## config.mk

```make
export PLATFORM = sky130hd
export DESIGN_NAME = exc_ctrl
export DESIGN_NICKNAME = d
export VERILOG_FILES = /design/src/rtl/exc_ctrl.sv
export SDC_FILE = /design/constraint.sdc
export NUM_CORES = 1
export LEC_CHECK = 0
export BUFFER_PORTS_ARGS = -buffer_cell sky130_fd_sc_hd__buf_4
export CORE_ASPECT_RATIO = 0.5
export CORE_MARGIN = 2
export CORE_UTILIZATION = 46
export CTS_CLUSTER_DIAMETER = 60
export CTS_CLUSTER_SIZE = 24
export DETAILED_ROUTE_END_ITERATION = 12
export PLACE_DENSITY = 0.81
export SYNTH_ARGS = -nofsm -noshare
export SYNTH_HDL_FRONTEND = slang
export SYNTH_SLANG_ARGS = --single-unit
```

## constraint.sdc

```tcl
create_clock -name clk -period 2.1 [get_ports clk]
set_input_delay 0.21 -clock clk [delete_from_list [all_inputs] [get_ports clk]]
set_output_delay 0.21 -clock clk [all_outputs]
set_load 0.01 [all_outputs]
```

## src/rtl/exc_ctrl.sv

```systemverilog
// CP0-style exception controller: SR/Cause/EPC/PRId registers, interrupt and
// exception arbitration in the M stage, and eret return handling.
module exc_ctrl (
    input  logic        clk,
    input  logic        reset,
    input  logic [31:0] pc_m,
    input  logic        valid_m,
    input  logic [4:0]  exccode_m,
    input  logic        bd_m,
    input  logic [5:0]  hwint,
    input  logic        we,
    input  logic [4:0]  addr,
    input  logic [31:0] din,
    input  logic        eret_m,
    output logic [31:0] dout,
    output logic        req,
    output logic        redirect,
    output logic [31:0] next_pc,
    output logic [31:0] epc
);

    localparam logic [31:0] PRID_VAL   = 32'h20181215;
    localparam logic [31:0] EXC_VECTOR = 32'h00004180;

    // HANDLER and SR.EXL are the same bit of state.
    typedef enum logic {RUN = 1'b0, HANDLER = 1'b1} state_t;

    state_t      state_q, state_d;
    logic [5:0]  im_q, im_d;
    logic        ie_q, ie_d;
    logic        bd_q, bd_d;
    logic [5:0]  ip_q;
    logic [4:0]  exccode_q, exccode_d;
    logic [31:0] epc_q, epc_d;
    logic [31:0] epc_sel;
    logic        exl;
    logic        int_req;
    logic        exc_req;
    logic        eret_take;
    logic        din_unused;

    assign exl = (state_q == HANDLER);

    // Gating with reset keeps every control output quiet while reset is held.
    assign int_req   = reset & ie_q & ~exl & (|(hwint & im_q));
    assign exc_req   = reset & ~exl & valid_m & (exccode_m != 5'd0);
    assign eret_take = reset & eret_m & exl;

    assign req      = int_req | exc_req;
    assign redirect = req | eret_take;
    assign epc      = epc_q;

    assign epc_sel    = bd_m ? (pc_m - 32'd4) : pc_m;
    assign din_unused = ^{din[1:0], epc_sel[1:0]};

    always_comb begin
        if (req) begin
            next_pc = EXC_VECTOR;
        end else if (eret_take) begin
            next_pc = epc_q;
        end else begin
            next_pc = 32'd0;
        end
    end

    always_comb begin
        state_d   = state_q;
        im_d      = im_q;
        ie_d      = ie_q;
        bd_d      = bd_q;
        exccode_d = exccode_q;
        epc_d     = epc_q;
        if (req) begin
            state_d   = HANDLER;
            bd_d      = bd_m;
            epc_d     = {epc_sel[31:2], 2'b00};
            exccode_d = int_req ? 5'd0 : exccode_m;
        end else begin
            if (we) begin
                case (addr)
                    5'd12: begin
                        im_d    = din[15:10];
                        ie_d    = din[0];
                        state_d = din[1] ? HANDLER : RUN;
                    end
                    5'd14: epc_d = {din[31:2], 2'b00};
                    default: ;
                endcase
            end
            // eret overrides a same-cycle mtc0 to SR.EXL.
            if (eret_take) begin
                state_d = RUN;
            end
        end
    end

    always_ff @(posedge clk or negedge reset) begin
        if (!reset) begin
            state_q   <= RUN;
            im_q      <= 6'd0;
            ie_q      <= 1'b0;
            bd_q      <= 1'b0;
            ip_q      <= 6'd0;
            exccode_q <= 5'd0;
            epc_q     <= 32'd0;
        end else begin
            state_q   <= state_d;
            im_q      <= im_d;
            ie_q      <= ie_d;
            bd_q      <= bd_d;
            ip_q      <= hwint;
            exccode_q <= exccode_d;
            epc_q     <= epc_d;
        end
    end

    always_comb begin
        case (addr)
            5'd12:   dout = {16'd0, im_q, 8'd0, exl, ie_q};
            5'd13:   dout = {bd_q, 15'd0, ip_q, 3'd0, exccode_q, 2'd0};
            5'd14:   dout = epc_q;
            5'd15:   dout = PRID_VAL;
            default: dout = 32'd0;
        endcase
    end

endmodule
```

==> results of run 1 <==
power breakdown:
| part | total [mW] | switching [mW] | internal (mW) |
|---|---|---|---|
| registers | 1.78 | 0.427 | 1.36 |
| clock network | 0.910 | 0.353 | 0.558 |
| logic | 2.04 | 0.945 | 1.09 |
| total | 4.73 | 1.73 | 3.01 |
cell families after synthesis:
logic type,share of synthesized area [%]
AO/OA/AOI/OAI,17.0
other,0.106
adder cells (fa/ha/maj),0.353
flip-flops,35.3
multiplexers,10.4
AND/OR/NAND/NOR,29.3
buffers and inverters,4.98
XOR/XNOR,2.47
cell type report:
cell class	instances	area share, %
clock inverters	2	0.729
flip-flops and latches	50	23.5
well taps	96	2.26
repair buffers	209	30.5
inverters	3	0.259
multi-input cells	316	40.4
clock buffers	5	2.35
cell usage after synthesis, types with 2 or more instances:
master	instances	area, µm²
nand2_1	23	86.3
mux2i_1	28	280
clkbuf_1	32	120
or2_2	2	12.5
nand3b_1	3	22.5
a21oi_1	11	55.1
buf_4	4	30.0
a2111oi_0	18	158
inv_1	3	11.3
or3_1	4	25.0
nand4_1	6	37.5
a22oi_1	9	67.6
and3_1	34	213
and2_1	27	169
o21ai_0	9	45.0
nor4_1	2	12.5
a31oi_1	19	119
nor2b_1	4	25.0
xor2_1	9	78.8
or4_1	18	135
nand3_1	6	30.0
buf_2	3	15.0
o31ai_1	16	120
mux2_2	8	90.1
and3b_1	3	26.3
dfrtp_1	50	1250
nor3_1	5	25.0
nor2_1	31	116
state kept, by name, summed over array words and instances (netlist names):
signal	count
exl	1
im_q	6
exccode_q	5
ip_q	6
bd_q	1
ie_q	1
epc	30
worst max-delay path by stage:
stage	slack [ps]	endpoint
after CTS	50	next_pc[14]
after global placement	20	req
after global routing	-9	next_pc[7]
after detailed placement	-70	epc[31]
final	60	next_pc[7]
after floorplan	210	epc[31]
per-stage QoR:
step / setup slack (ps) / total power, mW / std cells
after global placement: 22.0 / 3.72 / 672
after global routing: -9.28 / 5.00 / 681
after detailed placement: -66.3 / 3.79 / 672
final: 59.1 / 4.73 / 681
after floorplan: 208 / 2.60 / 408
after CTS: 50.5 / 4.71 / 680
layer usage:
metal | GRT usage, % | vias to the layer above | share of wire [%]
li1 | - | 1873 | -
met1 | 38.6 | 1948 | 42
met2 | 51.0 | 195 | 50
met3 | 3.80 | 14 | 6.8
met4 | 6.46 | 0 | 1.4
met5 | 0 | - | 0
timing repair:
item	CTS	global route
setup endpoints to repair	4	5
hold endpoints to repair	50	0
buffers inserted	0	1
pin swaps	0	1
resized for setup	3	3
hold buffers	1	0
==> results.cfg, run 1 <==
[run_status]
status = complete, no violations

[detailed_routing]
drt_pre_antenna_iters = 5
via_per_inst = 5.92
via_count = 4030
wl_per_cell_um = 18.6
routed_wl_mm = 12.7
dr.first_iter.drc_count = 264
drc_errors = 0
ant_nets = 0

[worst_hold_path]
worstHoldEndpoint = ip_q[1]
hp-class = in -> reg
hp-start = hwint[1]
hold_depth = 1

[global_route]
grt_max_degree = 34
antenna_found_initial = 0
grt_pass1_vias = 3786
grt_overflow = 0
grt_pass1_wl_mm = 19.4
grt_usage_pct = 29.0

[clock_tree]
clk_latency_ps = 290
cts_root_buf = clkbuf_16
path_clk_slew_ps = 70
cts_sinks = 50
clockBufferDepth = 2
cts_tree = built
htree_levels = 2
cts-buffers-inserted = 5

[finish]
fin_util_pct = 71.9
fillers = 596
area_growth_pct = 50.2
multi_input_area_mm2 = 0.00215
drive_above_1_share_pct = 40.7
final_cell_mix = buf_4 (204), dfrtp_1 (50), and3_1 (34)
layout_commonest_cell = buf_4
fin_nets = 672
seqCellArea_mm2 = 0.00125
final_area_mm2 = 0.00532
antennaDiodeCount = 0

[yosys]
yosysUniqueCellTypes = 46
yosysWarningCount = 0
async_flop_share_pct = 100
synth_flop_cell = dfrtp_1
syn_inst = 405
synth_edf_count = 0
synth_area_per_cell_um2 = 8.75
ys_seq_area_share_pct = 35.3
synth_area_mm2 = 0.00354
synth_seq_cells = 50

[timing]
hold_viol = 0
holdWs_ps = 36.3
tightest_slew_ps = 599
fin_crit_ps = 2040
max_freq_ghz = 0.490
tns_ps = 0
finClkSkew_ps = 4.86
slew_violations = 0
slew_headroom_pct = 59.0
finalSetupViolCount = 0
min_period_over_period_pct = 97.2

[setup_path]
crit_top_cell = buf_4
r2r_slack_ps = 310
critPathRequiredTime_ps = 1890
path_delay_family = buffers and inverters
crit_arrival_ps = 1830
cp_max_fo = 8
cp_num_cells = 8
start_kind = primary input
critical_path.max_stage_delay_ps = 540
worst_setup_path_end_kind = output port
crit_type = in -> out
cp_slowest_cell = dlygate4sd3_1
cp-startpoint = reset
path_buf_inv = 4
r2r_end = im_q[4]
crit_chain = dlygate4sd3_1 -> buf_4 -> and3b_1 -> o21a_4 -> nor2_4 -> buf_4 -> nand2_1 -> buf_4
r2r.worst_path.cells = 6
timing.rr.start = im_q[3]

[die]
core_area_mm2 = 0.00740
die_y_um = 66.1
start_util_pct = 47.9
die-area_mm2 = 0.00847
io_pins = 184
die_width_um = 128
rows = 22

[placed_design]
place_congestion = 0.907
placed_area_mm2 = 0.00512
place_hpwl_mm = 9.58
io_buffers = 177

[power_and_ir_drop]
power_density_mw_per_mm2 = 889
peakVddDrop_mv = 0.471
cellLeakagePower_nw = 2.66

[run]
max-cap-violations = 0
No activity file was read; power rests on OpenSTA's default activity.
==> inputs of run 2 (changes only) <==
CORE_UTILIZATION = 47   (was 46)
CTS_BUF_LIST = sky130_fd_sc_hd__clkbuf_8   (was default)
PLACE_DENSITY = 0.83   (was 0.81)
==> results.cfg, run 2 (same netlist as run 1, synthesis figures left out) <==
[die]
die-area_mm2 = 0.00829
die_y_um = 65.4
core_area_mm2 = 0.00732
die_width_um = 127
rows = 22
start_util_pct = 48.4
io_pins = 184

[global_route]
antenna_found_initial = 0
grt_pass1_vias = 3694
grt_overflow = 0
grt_usage_pct = 29.2
grt_pass1_wl_mm = 19.2
grt_max_degree = 34

[worst_hold_path]
hp-class = in -> reg
hp-start = hwint[5]
worstHoldEndpoint = ip_q[5]
hold_depth = 1

[detailed_routing]
ant_nets = 0
dr.first_iter.drc_count = 262
drt_pre_antenna_iters = 5
via_per_inst = 5.79
wl_per_cell_um = 18.0
drc_errors = 0
via_count = 3957
routed_wl_mm = 12.3

[placed_design]
io_buffers = 177
place_hpwl_mm = 9.24
placed_area_mm2 = 0.00507
place_congestion = 0.876
dp_cells = 670

[timing]
rsz0062_at_grt = true
finClkSkew_ps = 6.53
tightest_slew_ps = 822
min_period_over_period_pct = 98.4
hold_viol = 0
slew_violations = 0
slew_headroom_pct = 45.1
fin_crit_ps = 2070
max_freq_ghz = 0.484
finalSetupViolCount = 0

[finish]
layout_commonest_cell = buf_4
fin_nets = 674
antennaDiodeCount = 0
final_cell_mix = buf_4 (205), dfrtp_1 (50), and3_1 (34)
layout.cells.non_filler = 684
final_area_mm2 = 0.00529
drive_above_1_share_pct = 41.3
largest_register_ffs = 30
area_growth_pct = 49.3

[clock_tree]
cts_root_buf = clkbuf_8
cts_tree = built
path_clk_slew_ps = 100
clk_latency_ps = 310
cts-buffers-inserted = 5
cts_sinks = 50
clockBufferDepth = 2
htree_levels = 2

[setup_path]
crit_arrival_ps = 1860
start_kind = flip-flop
r2r_end = epc[28]
r2r_slack_ps = 180
crit_type = reg -> out
worst_setup_path_end_kind = output port
r2r.worst_path.cells = 6
cp_max_fo = 6
timing.rr.start = im_q[0]
critPathRequiredTime_ps = 1890

[power_and_ir_drop]
power_density_mw_per_mm2 = 859
p_switching_mw = 1.71
peakVddDrop_mv = 0.526
p_sw_share_pct = 37.6
pwr-share-seq_pct = 38.7
p_int_mw = 2.84
p_total_mw = 4.55
cellLeakagePower_nw = 2.64
p_clk_share_pct = 16.4
combPwrFrac_pct = 44.9

[run_status]
status = complete, no violations

[run]
max-cap-violations = 0
## run 2: cell count changes in the layout (fill, tap and decap cells not counted), moves of 2 or more
cell       change
clkbuf_8       +6
a22oi_1        -2
a22oi_2        +2
buf_6          +2
buf_12         -3
clkbuf_16      -5
## run 2: metrics by stage
step	setup WS (ps)	TNS (ps)	util [%]	hold WS, ps
final	32.6	0	72.3	15.6
after detailed placement	7.77	0	69.2	33.1
after global routing	-19.6	-31.9	72.3	5.57
after CTS	10.8	0	71.7	13.4
after global placement	35.6	0	69.2	31.4
after floorplan	208	0	-	-85.6
## run 2: worst max path at each step
stage / start / end / slack (ps) / depth (start not counted)
finish: im_q[0] / redirect / 30 / 5
global route: im_q[0] / redirect / -20 / 5
CTS: exl / next_pc[14] / 10 / 6
detailed placement: pc_m[24] / epc[31] / 8 / 5
global placement: exccode_m[1] / epc[2] / 40 / 7
floorplan: pc_m[24] / epc[31] / 210 / 4
## run 2: layout make-up
class / count / area (µm²)
Sequential cell: 50 / 1250
Inverter: 3 / 15.0
Tap cell: 96 / 120
Timing Repair Buffer: 211 / 1620
Fill cell: 552 / 2030
Clock buffer: 6 / 82.6
Multi-Input combinational cell: 316 / 2170
Clock inverter: 2 / 38.8
## run 2: power by group through the flow
stage | sequential, mW | clock [mW] | combinational, mW
floorplan | 1.77 | 0 | 0.830
global placement | 1.76 | 0 | 1.93
detailed placement | 1.76 | 0 | 1.98
CTS | 1.75 | 0.747 | 2.01
global route | 1.82 | 0.789 | 2.21
finish | 1.76 | 0.746 | 2.04
## run 2: repair_timing
action,4_1_cts,5_1_grt
setup buffers,1,3
gates resized for setup,6,6
setup endpoints to repair,2,4
pin swaps,1,2
hold buffers,2,0
cloned,0,0
hold endpoints to repair,20,0
## run 2: worst max-delay path, stage by stage, from the launching register on
cell	delay [ps]
dfrtp_1	410
a22oi_2	260
a31oi_4	200
buf_8	180
or3_4	370
buf_6	130
## run 2: metal layers
layer	vias to the layer above	global-route usage [%]	wire length [µm]
met5	-	0	0
met4	0	9.89	327
met3	32	4.80	741
met2	164	47.3	5890
met1	1875	40.3	5380
li1	1886	-	-
==> inputs of run 3 (changes only) <==
MAX_ROUTING_LAYER = met4   (was default)
==> results.cfg, run 3 (same netlist as run 1, synthesis figures left out) <==
[run_status]
status = complete, no violations

[timing]
slew_headroom_pct = 45.7
worst_slack_ps = 28.4
slew_violations = 0
rsz0062_at_grt = true
tightest_slew_ps = 813
hold_viol = 0
finalSetupViolCount = 0
finClkSkew_ps = 6.12
fin_crit_ps = 2070
max_freq_ghz = 0.483
min_period_over_period_pct = 98.6

[placed_design]
place_hpwl_mm = 9.24
io_buffers = 177
place_congestion = 0.890
placed_area_mm2 = 0.00507
dp_slack_ps = 7.77
dp_cells = 670

[finish]
seqCellArea_mm2 = 0.00125
fin_nets = 674
antennaDiodeCount = 0
layout.cells.non_filler = 684
fin_util_pct = 72.3
drive_above_1_share_pct = 41.3
final_cell_mix = buf_4 (205), dfrtp_1 (50), and3_1 (34)
area_growth_pct = 49.3
multi_input_area_mm2 = 0.00217
fillers = 552
final_area_mm2 = 0.00529
layout_commonest_cell = buf_4
largest_register_ffs = 30

[die]
start_util_pct = 48.4
io_pins = 184
rows = 22
core_area_mm2 = 0.00732
die_y_um = 65.4
die-area_mm2 = 0.00829
die_width_um = 127

[clock_tree]
clockBufferDepth = 2
cts_sinks = 50
htree_levels = 2
path_clk_slew_ps = 100
cts-buffers-inserted = 5
cts_root_buf = clkbuf_8
clk_latency_ps = 310
cts_tree = built

[setup_path]
timing.rr.start = im_q[0]
r2r_end = epc[28]
start_kind = flip-flop
crit_type = reg -> out
r2r_slack_ps = 180
cp_max_fo = 6
worst_setup_path_end_kind = output port
r2r.worst_path.cells = 6
crit_arrival_ps = 1860
critPathRequiredTime_ps = 1890

[power_and_ir_drop]
power_density_mw_per_mm2 = 860
cellLeakagePower_nw = 2.64
peakVddDrop_mv = 0.525
p_total_mw = 4.55

[global_route]
antenna_found_initial = 0
grt_usage_pct = 30.1
grt_pass1_wl_mm = 19.2
grt_max_degree = 34
grt_pass1_vias = 3678
grt_overflow = 0

[worst_hold_path]
hp-start = hwint[5]
hp-class = in -> reg
worstHoldEndpoint = ip_q[5]
hold_depth = 1

[detailed_routing]
via_per_inst = 5.82
drc_errors = 0
via_count = 3983
wl_per_cell_um = 18.2
dr.first_iter.drc_count = 290
drt_pre_antenna_iters = 5
ant_nets = 0
routed_wl_mm = 12.4

[run]
max-cap-violations = 0
-- run 3: cell counts in the layout (fill, tap and decap cells not counted) --
Identical to the previous run, type by type.
-- run 3: what timing repair did --
| item | 4_1_cts | 5_1_grt |
|---|---|---|
| endpoints found under the setup margin | 2 | 4 |
| endpoints found under the hold margin | 20 | 0 |
| buffers inserted | 1 | 3 |
| pin swaps | 1 | 2 |
| gates resized for setup | 6 | 6 |
| cloned | 0 | 0 |
| hold buffers | 2 | 0 |
-- run 3: per-layer routing --
layer	share of wire, %	global-route usage, %	vias up
li1	-	-	1886
met1	43	40.5	1896
met2	48	47.4	174
met3	6.6	4.72	27
met4	2.3	9.48	0
met5	0	-	-
-- run 3: how the worst max path moves through the flow --
stage | cells past startpoint | slack, ps | end | start
final | 5 | 30 | redirect | im_q[0]
after global routing | 5 | -20 | redirect | im_q[0]
after CTS | 6 | 10 | next_pc[14] | exl
after detailed placement | 5 | 8 | epc[31] | pc_m[24]
after global placement | 7 | 40 | epc[2] | exccode_m[1]
after floorplan | 4 | 210 | epc[31] | pc_m[24]
-- run 3: stage by stage --
step                      TNS [ps]  hold slack, ps
after floorplan                  0           -85.6
after global placement           0            31.4
after detailed placement         0            33.1
after CTS                        0            13.4
after global routing         -31.9            3.65
final                            0            17.4
-- run 3: critical path, cell delays in order (launching register included) --
cell,delay [ps]
dfrtp_1,410
a22oi_2,260
a31oi_4,200
buf_8,180
or3_4,370
buf_6,130
-- run 3: power breakdown --
part | internal [mW] | total [mW] | switching [mW]
clock | 0.393 | 0.743 | 0.350
combinational | 1.09 | 2.04 | 0.949
sequential | 1.35 | 1.76 | 0.412
-- run 3: cell type report --
class                   count  share of cell area (%)
multi-input cells         316                    41.0
repair buffers            211                    30.5
flip-flops and latches     50                    23.6
well taps                  96                    2.27
clock buffers               6                    1.56
clock inverters             2                   0.733
inverters                   3                   0.284
